[src/rtl/router_pkg.sv]
// -----------------------------------------------------------------------------
// router_pkg
// Shared definitions for the packet-router control slice:
//   state_t     - 4-bit controller state encoding
//   addr_width  - destination field width for a given port count, minimum 1
// -----------------------------------------------------------------------------
package router_pkg;

  typedef enum logic [3:0] {
    ST_DA   = 4'd0,  // decode address (idle, waiting for a header)
    ST_LFD  = 4'd1,  // load first data (header byte)
    ST_LD   = 4'd2,  // load payload data
    ST_WTE  = 4'd3,  // wait till the selected FIFO is empty
    ST_CPE  = 4'd4,  // check parity error
    ST_LP   = 4'd5,  // load parity byte
    ST_FFS  = 4'd6,  // FIFO full, stalled
    ST_LAF  = 4'd7,  // load after full
    ST_DROP = 4'd8   // discard the current packet
  } state_t;

  function automatic int addr_width(input int num_ports);
    return ($clog2(num_ports) > 1) ? $clog2(num_ports) : 1;
  endfunction

endpackage

[src/rtl/router_wait_timer.sv]
// -----------------------------------------------------------------------------
// router_wait_timer
// Bounded wait counter for the wait-till-empty state.
//   clk, rst : clock, synchronous active-high reset
//   load     : clear the count (packet header accepted)
//   en       : count one waiting cycle
//   expire   : high during the last permitted waiting cycle (count == WAIT_MAX-1)
// WAIT_MAX = 0 removes the counter entirely; expire is then never asserted.
// -----------------------------------------------------------------------------
module router_wait_timer #(
  parameter int WAIT_MAX = 64
) (
  input  logic clk,
  input  logic rst,
  input  logic load,
  input  logic en,
  output logic expire
);

  generate
    if (WAIT_MAX == 0) begin : g_off
      logic unused_inputs;
      assign unused_inputs = ^{clk, rst, load, en};
      assign expire        = 1'b0;
    end else begin : g_on
      localparam int CW = (WAIT_MAX > 1) ? $clog2(WAIT_MAX) : 1;

      logic [CW-1:0] cnt;

      // NOTE: sequential state is updated with non-blocking assignments so every
      // flop samples pre-edge values regardless of process ordering.
      always_ff @(posedge clk) begin
        if (rst) begin
          cnt <= '0;
        end else if (load) begin
          cnt <= '0;
        end else if (en && !expire) begin
          cnt <= cnt + CW'(1);
        end
      end

      assign expire = (cnt == CW'(WAIT_MAX - 1));
    end
  endgenerate

endmodule

[src/rtl/router_ctrl_fsm.sv]
// -----------------------------------------------------------------------------
// router_ctrl_fsm
// Control FSM of an N-output packet router. Decodes the header destination,
// sequences header/payload/parity writes into the chosen FIFO, stalls around a
// full FIFO, drops packets with an invalid address or a wait-till-empty timeout,
// and counts dropped packets (saturating).
// Ports:
//   clk, rst        clock, synchronous active-high reset
//   pkt_valid       byte stream valid (falls with the parity byte)
//   din             destination field of the header byte
//   fifo_full       full flag of the selected FIFO
//   fifo_empty      per-FIFO empty flags
//   soft_rst        per-FIFO soft reset (read timeout)
//   parity_done     parity byte registered
//   low_pkt_valid   pkt_valid fell while stalled on a full FIFO
//   wr_en_reg       FIFO write enable
//   detect_addr, lfd_state, ld_state, laf_state, full_state, rst_int_reg,
//   drop_pkt        state strobes
//   busy            stall request to the source
//   dest_sel        one-hot latched destination
//   drop_cnt        saturating dropped-packet count
// -----------------------------------------------------------------------------
module router_ctrl_fsm
  import router_pkg::*;
#(
  parameter  int NUM_PORTS = 3,
  parameter  int WAIT_MAX  = 64,
  parameter  int CNT_W     = 8,
  localparam int ADDR_W    = addr_width(NUM_PORTS)
) (
  input  logic                 clk,
  input  logic                 rst,
  input  logic                 pkt_valid,
  input  logic [ADDR_W-1:0]    din,
  input  logic                 fifo_full,
  input  logic [NUM_PORTS-1:0] fifo_empty,
  input  logic [NUM_PORTS-1:0] soft_rst,
  input  logic                 parity_done,
  input  logic                 low_pkt_valid,
  output logic                 wr_en_reg,
  output logic                 detect_addr,
  output logic                 lfd_state,
  output logic                 ld_state,
  output logic                 laf_state,
  output logic                 full_state,
  output logic                 rst_int_reg,
  output logic                 busy,
  output logic [NUM_PORTS-1:0] dest_sel,
  output logic                 drop_pkt,
  output logic [CNT_W-1:0]     drop_cnt
);

  state_t            state, state_nxt;
  logic [ADDR_W-1:0] dest;
  logic              dest_vld;   // dest holds a real port, not an invalid address
  logic              addr_bad;
  logic              hdr_accept;
  logic              drop_done;
  logic              wait_expire;

  assign addr_bad   = (int'(din) >= NUM_PORTS);
  assign hdr_accept = (state == ST_DA) && pkt_valid;
  assign drop_done  = (state == ST_DROP) && !pkt_valid;

  router_wait_timer #(
    .WAIT_MAX (WAIT_MAX)
  ) u_wait_timer (
    .clk    (clk),
    .rst    (rst),
    .load   (hdr_accept),
    .en     (state == ST_WTE),
    .expire (wait_expire)
  );

  always_ff @(posedge clk) begin
    if (rst) state <= ST_DA;
    else     state <= state_nxt;
  end

  // NOTE: every output of this block is given a default before the case so no
  // path leaves a signal unassigned, which would infer a latch.
  always_comb begin
    state_nxt = state;
    unique case (state)
      ST_DA: begin
        if (pkt_valid) begin
          if (addr_bad)             state_nxt = ST_DROP;
          else if (fifo_empty[din]) state_nxt = ST_LFD;
          else                      state_nxt = ST_WTE;
        end
      end
      ST_LFD: state_nxt = ST_LD;
      ST_LD: begin
        if (fifo_full)       state_nxt = ST_FFS;
        else if (!pkt_valid) state_nxt = ST_LP;
      end
      ST_FFS: if (!fifo_full) state_nxt = ST_LAF;
      ST_LAF: begin
        if (parity_done)        state_nxt = ST_DA;
        else if (low_pkt_valid) state_nxt = ST_LP;
        else                    state_nxt = ST_LD;
      end
      ST_LP:  state_nxt = ST_CPE;
      ST_CPE: state_nxt = fifo_full ? ST_FFS : ST_DA;
      // An empty FIFO wins over a timeout expiring in the same cycle.
      ST_WTE: begin
        if (fifo_empty[dest]) state_nxt = ST_LFD;
        else if (wait_expire) state_nxt = ST_DROP;
      end
      ST_DROP: if (!pkt_valid) state_nxt = ST_DA;
      default: state_nxt = ST_DA;
    endcase

    // Read-side soft reset abandons the packet; DA and DROP hold no FIFO context.
    if (state != ST_DA && state != ST_DROP && soft_rst[dest]) state_nxt = ST_DA;
  end

  always_comb begin
    detect_addr = (state == ST_DA);
    lfd_state   = (state == ST_LFD);
    ld_state    = (state == ST_LD);
    laf_state   = (state == ST_LAF);
    full_state  = (state == ST_FFS);
    rst_int_reg = (state == ST_CPE);
    drop_pkt    = (state == ST_DROP);
    wr_en_reg   = (state == ST_LD) || (state == ST_LP) || (state == ST_LAF);
    busy        = (state == ST_LFD) || (state == ST_WTE) || (state == ST_CPE) ||
                  (state == ST_LP)  || (state == ST_FFS) || (state == ST_LAF);
    dest_sel    = '0;
    if (dest_vld && state != ST_DROP) dest_sel[dest] = 1'b1;
  end

  always_ff @(posedge clk) begin
    if (rst) begin
      dest     <= '0;
      dest_vld <= 1'b0;
      drop_cnt <= '0;
    end else begin
      if (hdr_accept) begin
        dest     <= din;
        dest_vld <= !addr_bad;
      end
      if (drop_done && drop_cnt != '1) drop_cnt <= drop_cnt + CNT_W'(1);
    end
  end

endmodule

[config.mk]
export PLATFORM = sky130hd
export DESIGN_NAME = router_ctrl_fsm
export DESIGN_NICKNAME = d
export VERILOG_FILES = /design/src/rtl/router_pkg.sv /design/src/rtl/router_wait_timer.sv /design/src/rtl/router_ctrl_fsm.sv
export SDC_FILE = /design/constraint.sdc
export NUM_CORES = 1
export LEC_CHECK = 0
export CAP_MARGIN = 15
export CORE_AREA = 3 3 58 60
export CTS_CLUSTER_DIAMETER = 100
export CTS_CLUSTER_SIZE = 10
export DETAILED_ROUTE_END_ITERATION = 6
export DIE_AREA = 0 0 61 63
export PLACE_DENSITY = 0.73
export SETUP_SLACK_MARGIN = 0.05
export SLEW_MARGIN = 20
export SYNTH_ARGS = -nofsm -noshare
export SYNTH_HDL_FRONTEND = slang
export SYNTH_SLANG_ARGS = --single-unit
[constraint.sdc]
create_clock -name clk -period 3.15 [get_ports clk]
set_input_delay 0.63 -clock clk [delete_from_list [all_inputs] [get_ports clk]]
set_output_delay 0.63 -clock clk [all_outputs]
set_load 0.02 [all_outputs]
==> metrics.csv, run 1 <==
stage,metric,value,unit
status,status,"complete, no violations",
synth,ys_seq_area_share,32.1,%
sta,worst_pin_slew,726,ps
setup_path,cpPeakStageDelay,660,ps
synth,synth.net_count,173,
floorplanning,core,2980,sq um
global_routing,antenna_found_initial,0,
global_routing,grt_max_degree,21,
sta,hold_viol,0,
cts,cts_tree,built,
global_routing,grt_use_total,17.1,%
cts,holdBufCountCts,0,
synth,dominantRegCellSynth,dfxtp_1,
finish,layout.cells.non_filler,221,
placed_design,dp_hpwl,2310,um
synth,synth_top_area_cell,dfxtp_1,
setup_path,critical_path_class,reg -> out,
sta,fin_crit_sh,92.4,%
sta,fmax,0.344,GHz
placed_design,io_buffers,33,
hold_path,hold_end,dest[1]$_SDFFE_PP0P_,
global_routing,grt_pass1_vias,1161,
floorplanning,io_pins,34,
power,p_leak,0.627,nW
finish,final_cell_mix,"clkdlybuf4s50_1 (33), dfxtp_1 (21), nor2_1 (20), nand2_1 (14)",
cts,clk_path_buf_depth,2,
setup_path,cp.arrival,2280,ps
cts,root_buffer,clkbuf_4,
floorplanning,start_util,44.0,%
sta,report.final.slew_viol_count,0,
hold_path,hold_start,dest[1]$_SDFFE_PP0P_,
sta,min_period,2910,ps
finish,diodes,0,
power,irDropWorstVdd,0.350,mV
synth,synth_warnings,0,
floorplanning,rows,20,
setup_path,path_delay_family,simple AND/OR/NAND/NOR gates,
sta,setup_slack,239,ps
setup_path,worst-path-buf-inv,1,
global_routing,grt_overflow,0,
setup_path,cp_cell_sequence,or4b_4 -> nand2_1 -> nor3_1 -> clkdlybuf4s50_1,
floorplanning,die_w,61,um
setup_path,timing.rr.end,state[2]$_SDFFE_PP0P_,
placed_design,dpl_worst_slack,483,ps
global_routing,grt_pass1_wl,5260,um
drt,viasPerCell,5.60,
setup_path,rrSetupSlack,1040,ps
setup_path,r2r_start,state[3]$_SDFFE_PP0P_,
floorplanning,dieArea,3840,sq um
drt,postRouteWirelength,3080,um
synth,ys_ff_latch,21,
cts,h-tree-depth,1,
setup_path,cp-end-kind,primary output,
sta,fin_tns_setup,0,ps
synth,yosysTopAreaCellShare,32.1,%
synth,async_flop_share,0,%
synth,synth_area_leaders,"dfxtp_1 (32%), xor2_1 (6.7%), nor2_1 (5.7%)",
setup_path,reg2reg_depth,5,
hold_path,min_path_type,reg -> reg,
floorplanning,die_h,63,um
cts,cts.sinks,21,
hold_path,whs_path_depth,2,
power,p_per_area,690,nW/um^2
sta,fin_skew,3.47,ps
synth,synth_edf_count,0,
setup_path,cp.required,2520,ps
sta,relSlewSlack,51.2,%
cts,cts-buffers-inserted,3,
sta,rsz0062_at_grt,false,
setup_path,cp.depth,4,
finish,drive_gt1_share,6.38,%
drt,num_vias,1238,
synth,synthesis.area,1310,sq um
setup_path,crit_path_start_kind,register,
cts,clk_pin_slew,120,ps
placed_design,dp.cells,217,
drt,wl_per_cell,13.9,um
drt,drc_errors,0,
synth,syn_avg_cell_area,8.35,sq um
cts,clkLatencyLatePin,300,ps
sta,setup_viol_count_final,0,
setup_path,path_max_fanout,14,
flow_run,cap_violations,0,
cts,cts_setup_buffers,0,
synth,yosys.cell_types.count,47,
synth,netlist_instances,157,
drt,dr.pass1.iters,4,
power,total_power,0.00116,W
finish,final_net_count,205,
finish,final_common_cell,clkdlybuf4s50_1,
placed_design,gp_congestion,0.828,
drt,ant_nets,0,
finish,synthToLayoutAreaGrowth,28.4,%
drt,drtIter0Drc,60,
setup_path,cpMaxStageDelayCell,dfxtp_1,
cts,cts_resized,0,
-- flip-flops by register name, summed over array words and instances, names as in the netlist --
signal and flops:
state 4, u_wait_timer.g_on.cnt 6, dest_vld 1, drop_cnt 8, dest 2
-- worst min-delay path: stages (launching register included) --
cell and delay (ps):
dfxtp_1 380, nand2_1 80, a21oi_1 50
-- kinds of logic after synthesis --
logic type / count (synthesis) / share of synthesized area [%]
adders and majority gates: 2 / 1.91
DFF: 21 / 32.1
and+or+nand+nor: 76 / 32.0
buffers and inverters: 11 / 3.72
xor gates and xnor gates: 13 / 8.68
muxes: 5 / 3.91
AOI/OAI and AO/OA: 29 / 17.7
-- layer usage --
| metal | routed length (um) | up-vias | share of wire [%] | track usage [%] |
|---|---|---|---|---|
| met5 | 0 | - | 0 | 0 |
| met3 | 156 | 4 | 5.1 | 3.10 |
| li1 | - | 627 | - | - |
| met4 | 28 | 0 | 0.91 | 4.61 |
| met1 | 1410 | 571 | 46 | 23.1 |
| met2 | 1480 | 36 | 48 | 27.3 |
-- cell type report --
class | instances | area, sq um
Fill cell | 285 | 1290
Multi-Input combinational cell | 125 | 842
Sequential cell | 21 | 420
Timing Repair Buffer | 34 | 338
Tap cell | 33 | 41.3
Clock buffer | 3 | 22.5
Inverter | 4 | 15.0
Clock inverter | 1 | 5.00
-- Yosys cell counts, drive strengths merged, types with 2 or more instances --
cell    number
ha           2
nand2       14
a21boi       2
nor3b        2
nand3        6
a211oi       2
nand4        3
o21ai        2
xor2        10
inv          4
buf          4
mux2i        4
clkbuf       3
nand2b       7
nor3         6
o21ba        2
xnor2        3
dfxtp       21
nor2        20
and3         7
a21oi       10
nor4         2
-- metrics by stage --
stage	utilization (%)	cell area (sq um)	hold WS, ps
after floorplan	-	1310	479
after global placement	55.6	1660	496
after detailed placement	55.6	1660	518
after CTS	56.6	1680	547
after global routing	56.6	1680	574
final	56.6	1680	540
-- power breakdown --
group	total (W)	switching [W]	internal [W]
clock network	0.000128	0.0000808	0.0000473
logic	0.000634	0.000328	0.000306
registers	0.000400	0.0000972	0.000303
-- worst max path at each step --
| stage | start | slack, ps | to |
|---|---|---|---|
| 6_report | state[3]$_SDFFE_PP0P_ | 240 | dest_sel[0] |
| 4_1_cts | state[3]$_SDFFE_PP0P_ | 230 | dest_sel[0] |
| 3_3_place_gp | pkt_valid | 620 | state[2]$_SDFFE_PP0P_ |
| 3_5_place_dp | pkt_valid | 480 | state[2]$_SDFFE_PP0P_ |
| 5_1_grt | state[3]$_SDFFE_PP0P_ | 110 | dest_sel[0] |
| 2_1_floorplan | state[2]$_SDFFE_PP0P_ | 1050 | rst_int_reg |
Power figures use the tool's default switching activity.
==> run 2: changes to the inputs <==
--- a/config.mk
+++ b/config.mk
@@ -7,6 +7,7 @@
 export LEC_CHECK = 0
 export CAP_MARGIN = 15
 export CORE_AREA = 3 3 58 60
+export CTS_BUF_LIST = sky130_fd_sc_hd__clkbuf_16
 export CTS_CLUSTER_DIAMETER = 100
 export CTS_CLUSTER_SIZE = 10
 export DETAILED_ROUTE_END_ITERATION = 6
==> run 2 against run 1 <==
  * Register-to-register slack lost 20 ps
  * Wire length rose by 5.9%
  * Via count down 0.40%
  * Count of clock-buffer cells in the layout is the same
  * Clock power rose by 110%
  * Cell count unchanged
  * Die area is the same
  * Sequential power hardly changed
  * Global-route usage up 1.2 points
  * Largest cell class unchanged
  * Largest power group unchanged
==> metrics.csv, run 2 (synthesized netlist as in run 1, its figures left out) <==
stage,metric,value,unit
finish,diodes,0,
power,p_sw,0.000527,W
finish,fillCellCount,274,
power,power_frac_seq,30.7,%
setup_path,worst-path-buf-inv,1,
cts,cts_tree,built,
sta,fin_tns_setup,0,ps
cts,holdBufCountCts,0,
setup_path,cp_cell_sequence,or4b_4 -> nand2_1 -> nor3_1 -> clkdlybuf4s50_1,
sta,hold_viol,0,
drt,postRouteWirelength,3260,um
power,p_sw_share,40.3,%
sta,fin_crit_sh,90.0,%
hold_path,min_path_type,reg -> reg,
finish,final_net_count,205,
power,p_per_area,752,nW/um^2
sta,fin_skew,0.928,ps
cts,h-tree-depth,1,
finish,largest_reg_flops,8,
global_routing,grt_overflow,0,
power,total_power,0.00131,W
flow_run,cap_violations,0,
setup_path,critical_path_class,reg -> out,
sta,setup_viol_count_final,0,
drt,drc_errors,0,
setup_path,path_max_fanout,14,
power,p_comb_share,48.9,%
cts,cts-buffers-inserted,3,
drt,drtIter0Drc,74,
finish,top_regs,"drop_cnt (8), u_wait_timer.g_on.cnt (6), state (4)",
setup_path,cpMaxStageDelayCell,dfxtp_1,
setup_path,crit_path_start_kind,register,
cts,cts.sinks,21,
power,pwr-share-clk,20.4,%
global_routing,grt_pass1_wl,5510,um
cts,cts_setup_buffers,0,
floorplanning,start_util,44.0,%
sta,rsz0062_at_grt,false,
global_routing,grt_max_degree,21,
drt,num_vias,1233,
sta,fmax,0.353,GHz
cts,clkLatencyLatePin,250,ps
finish,synthToLayoutAreaGrowth,32.4,%
finish,final_common_cell,clkdlybuf4s50_1,
finish,top_register,drop_cnt,
floorplanning,core,2980,sq um
floorplanning,die_h,63,um
finish,final_cell_mix,"clkdlybuf4s50_1 (33), dfxtp_1 (21), nor2_1 (20), nand2_1 (14)",
placed_design,gp_congestion,0.828,
floorplanning,die_w,61,um
drt,dr.pass1.iters,4,
floorplanning,io_pins,34,
cts,root_buffer,clkbuf_16,
setup_path,cpPeakStageDelay,630,ps
sta,worst_pin_slew,759,ps
sta,relSlewSlack,49.0,%
global_routing,antenna_found_initial,0,
power,internal_power,0.000779,W
placed_design,io_buffers,33,
placed_design,dp_hpwl,2310,um
setup_path,cp.arrival,2210,ps
setup_path,cp-end-kind,primary output,
setup_path,cp.required,2520,ps
cts,cts_resized,0,
sta,min_period,2840,ps
setup_path,path_delay_family,simple AND/OR/NAND/NOR gates,
drt,viasPerCell,5.58,
status,status,"complete, no violations",
finish,drive_gt1_share,6.38,%
drt,ant_nets,0,
floorplanning,dieArea,3840,sq um
power,p_leak,0.650,nW
floorplanning,rows,20,
cts,clk_pin_slew,60,ps
sta,report.final.slew_viol_count,0,
drt,wl_per_cell,14.8,um
power,irDropWorstVdd,0.378,mV
global_routing,grt_use_total,18.2,%
global_routing,grt_pass1_vias,1181,
cts,clk_path_buf_depth,2,
==> run 2: cell types whose count changed in the layout (fill, tap and decap cells not counted) <==
cell,change
clkbuf_16,+3
clkbuf_4,-3
==> run 2: stage by stage <==
step           utilization, %  hold WS (ps)  cells  cell area (sq um)  setup WS (ps)
3_3_place_gp             55.6           496    217               1660            617
3_5_place_dp             55.6           518    217               1660            483
4_1_cts                  58.3           536    221               1740            308
5_1_grt                  58.3           565    221               1740            198
2_1_floorplan               -           479    157               1310           1050
6_report                 58.3           525    221               1740            315
==> run 2: worst register-to-register path: stages (launching register included) <==
cell      delay [ps]
dfxtp_1          630
nand2b_1         270
a21oi_1           80
o31ai_1          630
a21boi_0         210
o21ba_1          200
==> run 2: final cells by class <==
type | count | area (sq um) | share of cell area (%)
multi-input combinational | 125 | 842 | 48.5
sequential | 21 | 420 | 24.2
timing repair buffer | 34 | 338 | 19.5
clock buffer | 3 | 75.1 | 4.32
tap | 33 | 41.3 | 2.38
inverter | 4 | 15.0 | 0.865
clock inverter | 1 | 5.00 | 0.288
==> run 2: final timing paths <==
| path | from | to | slack, ps | cells after the start |
|---|---|---|---|---|
| setup reg to reg | state[3]$_SDFFE_PP0P_ | state[2]$_SDFFE_PP0P_ | 1020 | 5 |
| setup / recovery | state[3]$_SDFFE_PP0P_ | dest_sel[0] | 310 | 4 |
| hold reg to reg | u_wait_timer.g_on.cnt[2]$_SDFFE_PP0P_ | u_wait_timer.g_on.cnt[2]$_SDFFE_PP0P_ | 520 | 2 |
| hold / removal | u_wait_timer.g_on.cnt[2]$_SDFFE_PP0P_ | u_wait_timer.g_on.cnt[2]$_SDFFE_PP0P_ | 520 | 2 |
==> run 2: power groups by stage <==
stage / Combinational (W) / Sequential, W / Clock, W
CTS: 0.000639 / 0.000401 / 0.000274
floorplan: 0.000479 / 0.000349 / 0
finish: 0.000638 / 0.000401 / 0.000267
global route: 0.000700 / 0.000415 / 0.000284
global placement: 0.000621 / 0.000401 / 0
detailed placement: 0.000633 / 0.000406 / 0
==> run 2: per-layer routing <==
metal,up-vias,GRT usage (%),share of wire (%),routed length [um]
met5,-,0,0,0
met4,0,6.78,1.2,38
met3,4,2.69,3.8,124
met2,27,29.7,49,1610
met1,577,23.7,46,1490
li1,625,-,-,-
